**config.mk**
```make
export PLATFORM = sky130hd
export DESIGN_NAME = expr_sweep_eval
export DESIGN_NICKNAME = d
export VERILOG_FILES = /design/src/rtl/expr_sweep_eval.sv
export SDC_FILE = /design/constraint.sdc
export NUM_CORES = 1
export LEC_CHECK = 0
export CAP_MARGIN = 0
export CORE_AREA = 2 2 61 63
export CTS_CLUSTER_DIAMETER = 50
export CTS_CLUSTER_SIZE = 16
export DETAILED_ROUTE_END_ITERATION = 7
export DIE_AREA = 0 0 63 65
export PLACE_DENSITY = 0.75
export SYNTH_ARGS = -nofsm -noshare
export SYNTH_HDL_FRONTEND = slang
export SYNTH_SLANG_ARGS = --single-unit
```
**constraint.sdc**
```tcl
create_clock -name clk -period 2.2 [get_ports clk]
set_input_delay 0.22 -clock clk [delete_from_list [all_inputs] [get_ports clk]]
set_output_delay 0.22 -clock clk [all_outputs]
set_load 0.1 [all_outputs]
```
**src/rtl/expr_sweep_eval.sv**
```systemverilog
// NOR/NAND expression evaluator (Y = NOR(upper half) & NAND(lower half)) with a
// truth-table sweeper FSM and an independent registered path for external vectors.
module expr_sweep_eval #(
    parameter int NIN   = 4,
    parameter int DWELL = 1
) (
    input  logic              clk,
    input  logic              rst_n,
    input  logic              start,
    input  logic              abort,
    output logic              busy,
    output logic              done,
    output logic [NIN-1:0]    vec,
    output logic              y,
    output logic [2**NIN-1:0] tt,
    output logic [NIN:0]      ones,
    input  logic              ext_valid,
    input  logic [NIN-1:0]    ext_vec,
    output logic              ext_y_valid,
    output logic              ext_y
);

    localparam int NVEC = 2**NIN;
    localparam int DW_W = (DWELL > 1) ? $clog2(DWELL) : 1;
    localparam logic [NIN-1:0]  VEC_LAST = '1;
    localparam logic [DW_W-1:0] DW_LAST  = DW_W'(DWELL - 1);

    typedef enum logic [1:0] {
        IDLE  = 2'd0,
        SWEEP = 2'd1,
        DONE  = 2'd2
    } state_t;

    function automatic logic expr_f(input logic [NIN-1:0] v);
        return ~|v[NIN-1:NIN/2] & ~&v[NIN/2-1:0];
    endfunction

    state_t            state_q, state_d;
    logic [NIN-1:0]    vec_q, vec_d;
    logic [DW_W-1:0]   dwell_q, dwell_d;
    logic [NVEC-1:0]   tt_q, tt_d;
    logic [NIN:0]      ones_q, ones_d;
    logic              ext_y_valid_q;
    logic              ext_y_q;

    assign y = expr_f(vec_q);

    always_comb begin
        // NOTE: every signal gets a hold default first so no path leaves one unassigned (no latches).
        state_d = state_q;
        vec_d   = vec_q;
        dwell_d = dwell_q;
        tt_d    = tt_q;
        ones_d  = ones_q;

        if (abort) begin
            state_d = IDLE;
            vec_d   = '0;
            dwell_d = '0;
            tt_d    = '0;
            ones_d  = '0;
        end else begin
            case (state_q)
                IDLE, DONE: begin
                    if (start) begin
                        state_d = SWEEP;
                        vec_d   = '0;
                        dwell_d = '0;
                        tt_d    = '0;
                        ones_d  = '0;
                    end
                end
                SWEEP: begin
                    dwell_d = dwell_q + DW_W'(1);
                    // The last dwell cycle of a vector records its result and moves on.
                    if (dwell_q == DW_LAST) begin
                        dwell_d     = '0;
                        tt_d[vec_q] = y;
                        ones_d      = ones_q + {{NIN{1'b0}}, y};
                        if (vec_q == VEC_LAST) begin
                            state_d = DONE;
                        end else begin
                            vec_d = vec_q + NIN'(1);
                        end
                    end
                end
                default: state_d = IDLE;
            endcase
        end
    end

    // NOTE: sequential state uses non-blocking assignments so all flops update together.
    always_ff @(posedge clk or negedge rst_n) begin
        if (!rst_n) begin
            state_q <= IDLE;
            vec_q   <= '0;
            dwell_q <= '0;
            tt_q    <= '0;
            ones_q  <= '0;
        end else begin
            state_q <= state_d;
            vec_q   <= vec_d;
            dwell_q <= dwell_d;
            tt_q    <= tt_d;
            ones_q  <= ones_d;
        end
    end

    // External vectors are evaluated independently of the sweeper; result holds when idle.
    always_ff @(posedge clk or negedge rst_n) begin
        if (!rst_n) begin
            ext_y_valid_q <= 1'b0;
            ext_y_q       <= 1'b0;
        end else begin
            ext_y_valid_q <= ext_valid;
            if (ext_valid) begin
                ext_y_q <= expr_f(ext_vec);
            end
        end
    end

    assign busy        = (state_q == SWEEP);
    assign done        = (state_q == DONE);
    assign vec         = vec_q;
    assign tt          = tt_q;
    assign ones        = ones_q;
    assign ext_y_valid = ext_y_valid_q;
    assign ext_y       = ext_y_q;

endmodule

```
==> results of run 1 <==
worst max-delay path by stage:
| stage | start | endpoint | slack (ns) | cells past startpoint |
|---|---|---|---|---|
| 2_1_floorplan | vec[0]$_DFFE_PN0P_ | ones[4]$_DFFE_PN0P_ | -0.66 | 8 |
| 3_3_place_gp | start | ones[2]$_DFFE_PN0P_ | 0.44 | 4 |
| 3_5_place_dp | start | ones[2]$_DFFE_PN0P_ | 0.38 | 4 |
| 4_1_cts | vec[0]$_DFFE_PN0P_ | y | 0.39 | 4 |
| 5_1_grt | vec[0]$_DFFE_PN0P_ | y | 0.35 | 4 |
| 6_report | vec[0]$_DFFE_PN0P_ | y | 0.41 | 4 |
cells by family after synthesis:
family          count (synthesis)
compound gates                 41
xor+xnor                        2
fa+ha+maj                       6
buf+inv                        16
flops                          29
mux                             1
simple gates                   37
sequential cells by signal (all words and copies together) (netlist names):
| signal | flops |
|---|---|
| tt | 16 |
| ones | 5 |
| vec | 4 |
| state_q | 2 |
| ext_y | 1 |
| ext_y_valid | 1 |
Yosys cell counts (2+ instances only):
cell      number
xnor2_1        2
buf_2          4
nor2_1         4
ha_1           6
nor2b_1        4
o21a_1        12
a2111o_1       3
inv_1          7
clkbuf_1       3
a31oi_1        4
a21oi_1       10
nand3_1       11
dfrtp_1       29
a21boi_1       2
or4_1          4
nor3b_1        3
a22o_1         4
nor4_1         3
nand2_1        2
metal layers:
layer / GRT usage / vias to the layer above / part of all wire
met5: 0 / - / 0
met4: 0.0667 / 0 / 0.017
met3: 0.0503 / 6 / 0.045
met2: 0.290 / 31 / 0.51
met1: 0.215 / 594 / 0.43
li1: - / 568 / -
final cells by class:
type | instances | area, sq um
inverter | 8 | 30.0
multi-input combinational | 87 | 676
sequential | 29 | 736
tap | 48 | 60.1
timing repair buffer | 42 | 348
clock buffer | 6 | 41.3
fill | 326 | 1570
clock inverter | 2 | 35.0
where the power goes:
part / internal, mW / switching [mW]
sequential: 0.565 / 0.0392
clock: 0.238 / 0.195
combinational: 0.114 / 0.330
total: 0.917 / 0.564
through the flow:
stage                     utilization  hold WS (ns)  total power [mW]  instance area (sq um)
after floorplan                     -       -0.0756             0.936                   1490
after global placement          0.529         0.476              1.05                   1850
after detailed placement        0.529         0.477              1.06                   1850
after CTS                       0.551         0.256              1.50                   1930
after global routing            0.551         0.285              1.54                   1930
final                           0.551         0.252              1.48                   1930
==> impl_metrics.toml, run 1 <==
[worst_setup_path]
worstSetupEndpointType = "output pin"
ff2ff_setup_slack_ns = 0.46
worstSetupPathType = "flop to output pin"
worstPathCellList = "ha_4 > nor3_4 > buf_4 > buf_12"
arrival_ns = 1.57
slowest_stage = "dfrtp_4"
cp.required_ns = 1.98
worstReg2RegEnd = "ones[4]$_DFFE_PN0P_"
r2r_cells = 7
cpPeakStageDelay_ns = 0.53
critPathMaxFanout = 8
critical-path-top-delay-family = "flip-flops"
r2r-start = "vec[0]$_DFFE_PN0P_"
cp.buffers_inverters = 2
cp-start-kind = "flop"

[floorplanning]
core-area_sq_um = 3500
die-height_microns = 65
die_area_sq_um = 4100
start_util = 0.408
rows = 22
die_w_microns = 63
pin_count = 39

[global_route]
grt_max_degree = 30
grt_use_total = 0.175
antenna_found_initial = 0
grt_pass1_wl_microns = 5490
first_global_vias = 1161
grt-ovfl-total = 0

[synthesis]
synth-main-ff-cell = "dfrtp_1"
post_synth.cell_area_avg_sq_um = 10.8
synth_top_area_share = 0.508
netlist.top_cell.by_area = "dfrtp_1"
synth_top_family_by_area = "compound AO/OA/AOI/OAI gates"
synth.area.top_cells = "dfrtp_1, o21a_1, ha_1"
yosys_register_bits = 29
postSynth.asyncResetShare = 1.00
syn_inst = 132
synth-simple-area-share = 0.158
netlist_area_sq_um = 1430
synth_edf_count = 0
synth_compound_area_frac = 0.210
synthAdderAreaFrac = 0.0526
ys_seq_area_frac = 0.508
ys_warn_count = 0
synth_xor_area_frac = 0.0123
synth_fp_nets = 147
synthMuxAreaShare = 0.00789
ys_types = 34

[cells_and_area]
nets = 188
syn_to_final_growth_pct = 34.9
drive_gt1_frac = 0.322
antennaDiodeCount = 0
layout_common_cells = "buf_4, dfrtp_1, o21a_1, a21oi_1, nand3_1"
finalNonFillerCells = 222
mostFrequentLayoutCell = "buf_4"

[detailed_routing]
post_drt_wl_per_cell_microns = 14.6
wirelength_microns = 3240
drt-initial-drc-count = 36
drcViolationCount = 0
firstDrtPassIters = 4
vias = 1199
routed_via_density = 5.40
final_antenna_net_count = 0

[hold_path]
hold_path.class = "input pin to async pin"

[clock_tree]
ctsResizeCount = 0
path_clk_slew_ns = 0.10
cts_buffer_depth = 2
tritoncts = "yes"
clock_sinks = 29
cts_max_level = 2
clockRootBuffer = "clkbuf_4"
cts_post_setup_buffers_inserted = 0
numCtsBuffers = 5
clkLatencyLatePin_ns = 0.35
cts-hold-fix-buffers = 0

[timing]
tightestPinTransition_ns = 0.605
setup_viol = 0
setup_ws_ns = 0.409
fin_crit_sh = 0.814
max_slew_margin = 0.595
setup_tns_ns = 0
period_needed_ns = 1.79
fin_skew_ns = 0.0178
slew_violations = 0
rsz0062_at_grt = "no"
fmax_mhz = 558
finalHoldViolations = 0

[placed_design]
globalplace.congestion = 0.775
hpwlAfterDp_microns = 2350
place_ws_ns = 0.376
port-buffer-count = 38
dp.cells = 214

[power]
power_density_nw_per_um2 = 769
power_leakage_nw = 0.888
vdd.ir_drop.worst_v = 0.000650

[flow_run]
maxCapViolCount = 0

[outcome]
status = "finished, final reports clean"
No activity file was read; power rests on OpenSTA's default activity.
==> inputs of run 2 (changes only) <==
--- a/config.mk
+++ b/config.mk
@@ -6,12 +6,12 @@
 export NUM_CORES = 1
 export LEC_CHECK = 0
 export CAP_MARGIN = 0
-export CORE_AREA = 2 2 61 63
+export CORE_AREA = 2 2 59 61
 export CTS_CLUSTER_DIAMETER = 50
 export CTS_CLUSTER_SIZE = 16
 export DETAILED_ROUTE_END_ITERATION = 7
-export DIE_AREA = 0 0 63 65
-export PLACE_DENSITY = 0.75
+export DIE_AREA = 0 0 61 63
+export PLACE_DENSITY = 0.76
 export SYNTH_ARGS = -nofsm -noshare
 export SYNTH_HDL_FRONTEND = slang
 export SYNTH_SLANG_ARGS = --single-unit
==> constraint.sdc (replaced) <==
create_clock -name clk -period 1.7 [get_ports clk]
set_input_delay 0.17 -clock clk [delete_from_list [all_inputs] [get_ports clk]]
set_output_delay 0.17 -clock clk [all_outputs]
set_load 0.1 [all_outputs]
==> run 2 against run 1 <==
Net effect:
- combinational power is 61% higher
- total power is 40% higher
- worst setup slack worse by 0.39 ns
- critical path type is now flop to flop
- highest routed layer unchanged
==> impl_metrics.toml, run 2 (same netlist as run 1, synthesis figures left out) <==
[detailed_routing]
vias = 1246
drcViolationCount = 0
drt-initial-drc-count = 45
wirelength_microns = 3500
routed_via_density = 5.44
final_antenna_net_count = 0
firstDrtPassIters = 5
post_drt_wl_per_cell_microns = 15.3

[power]
p_int_mw = 1.32
clockPowerShare = 0.287
p_sw_mw = 0.755
power_density_nw_per_um2 = 947
power_mw = 2.07
swShare = 0.364
power_leakage_nw = 0.981
seqPwrFrac = 0.368
pwr-share-comb = 0.345
vdd.ir_drop.worst_v = 0.000941

[floorplanning]
pin_count = 39
die_w_microns = 61
rows = 21
core-area_sq_um = 3230
start_util = 0.442
die-height_microns = 63
die_area_sq_um = 3840

[cells_and_area]
nets = 197
drive_gt1_frac = 0.355
antennaDiodeCount = 0
syn_to_final_growth_pct = 53.2
layout_common_cells = "buf_4, dfrtp_1, buf_12, o21a_1"
design_area_sq_um = 2190
largest_reg_flops = 16
mostFrequentLayoutCell = "buf_4"

[timing]
rsz0062_at_grt = "yes"
setup_ws_ns = 0.0210
fin_crit_sh = 0.988
finalHoldViolations = 0
fin_skew_ns = 0.0128
tightestPinTransition_ns = 0.354
period_needed_ns = 1.68
setup_viol = 0
fmax_mhz = 596
max_slew_margin = 0.762
slew_violations = 0

[clock_tree]
clkLatencyLatePin_ns = 0.34
clockRootBuffer = "clkbuf_4"
cts-hold-fix-buffers = 0
clock_sinks = 29
cts_max_level = 2
numCtsBuffers = 5
path_clk_slew_ns = 0.10
cts_post_setup_buffers_inserted = 0
tritoncts = "yes"
ctsResizeCount = 0
cts_buffer_depth = 2

[flow_run]
maxCapViolCount = 0

[global_route]
grt_use_total = 0.208
grt-ovfl-total = 0
grt_max_degree = 30
first_global_vias = 1277
antenna_found_initial = 0
grt_pass1_wl_microns = 5950

[placed_design]
place_ws_ns = 0.0418
port-buffer-count = 38
place_area_sq_um = 2100
globalplace.congestion = 0.808
hpwlAfterDp_microns = 2560

[worst_setup_path]
worstSetupPathType = "flop to flop"
arrival_ns = 1.90
cp-start-kind = "flop"
worstSetupEndpointType = "flop"
critPathMaxFanout = 3
cp.required_ns = 1.92

[hold_path]
hold_path.class = "input pin to async pin"

[outcome]
status = "finished, final reports clean"
==> run 2: cell count changes in the layout (fill, tap and decap cells not counted), sizes merged <==
cell    delta
clkbuf     +1
buf        +9
clkinv     -1
==> run 2: stage by stage <==
step | setup TNS (ns) | utilization | hold WS [ns] | std cells
after global routing | -0.0781 | 0.677 | 0.236 | 229
after detailed placement | 0 | 0.650 | 0.477 | 221
after floorplan | -6.43 | - | -0.126 | 132
after CTS | 0 | 0.677 | 0.218 | 229
final | 0 | 0.677 | 0.205 | 229
after global placement | 0 | 0.650 | 0.473 | 221
==> run 2: routing by layer <==
layer | global-route usage | vias up | wire (microns)
met3 | 0.0580 | 9 | 231
met1 | 0.287 | 598 | 1370
li1 | - | 584 | -
met2 | 0.309 | 55 | 1820
met5 | 0 | - | 0
met4 | 0.0734 | 0 | 68
==> run 2: worst max-delay path: stages, from the launching register on <==
cell	delay, ns
dfrtp_4	0.51
ha_4	0.18
nor3_4	0.12
ha_2	0.22
ha_4	0.14
nand3_2	0.07
xnor2_1	0.13
a22o_1	0.18
==> run 2: final cells by class <==
type                    instances  area (sq um)
fillers                       261          1040
flip-flops and latches         29           736
multi-input cells              87           676
repair buffers                 51           603
well taps                      46          57.6
clock buffers                   7          55.1
clock inverters                 1          30.0
inverters                       8          30.0
==> run 2: power by group through the flow <==
stage                     Clock, mW  Combinational [mW]  Sequential, mW
after detailed placement          0               0.711           0.775
after CTS                     0.602               0.716           0.762
after floorplan                   0               0.205            1.01
final                         0.595               0.714           0.762
after global routing          0.636               0.749           0.766
after global placement            0               0.697           0.771
==> run 2: path summary, 6_finish.rpt <==
path                                         start                    end  slack [ns]  depth (start not counted)
worst max-delay path            vec[1]$_DFFE_PN0P_    ones[4]$_DFFE_PN0P_        0.02                          7
worst min-delay path                         rst_n     vec[1]$_DFFE_PN0P_        0.21                          2
worst max register to register  vec[1]$_DFFE_PN0P_    ones[4]$_DFFE_PN0P_        0.02                          7
worst min register to register   tt[6]$_DFFE_PN0P_      tt[6]$_DFFE_PN0P_        0.50                          1
max in group asynchronous                    rst_n     vec[0]$_DFFE_PN0P_        1.20                          2
min in group clk                         ext_valid  ext_y_valid$_DFF_PN0_        0.32                          1
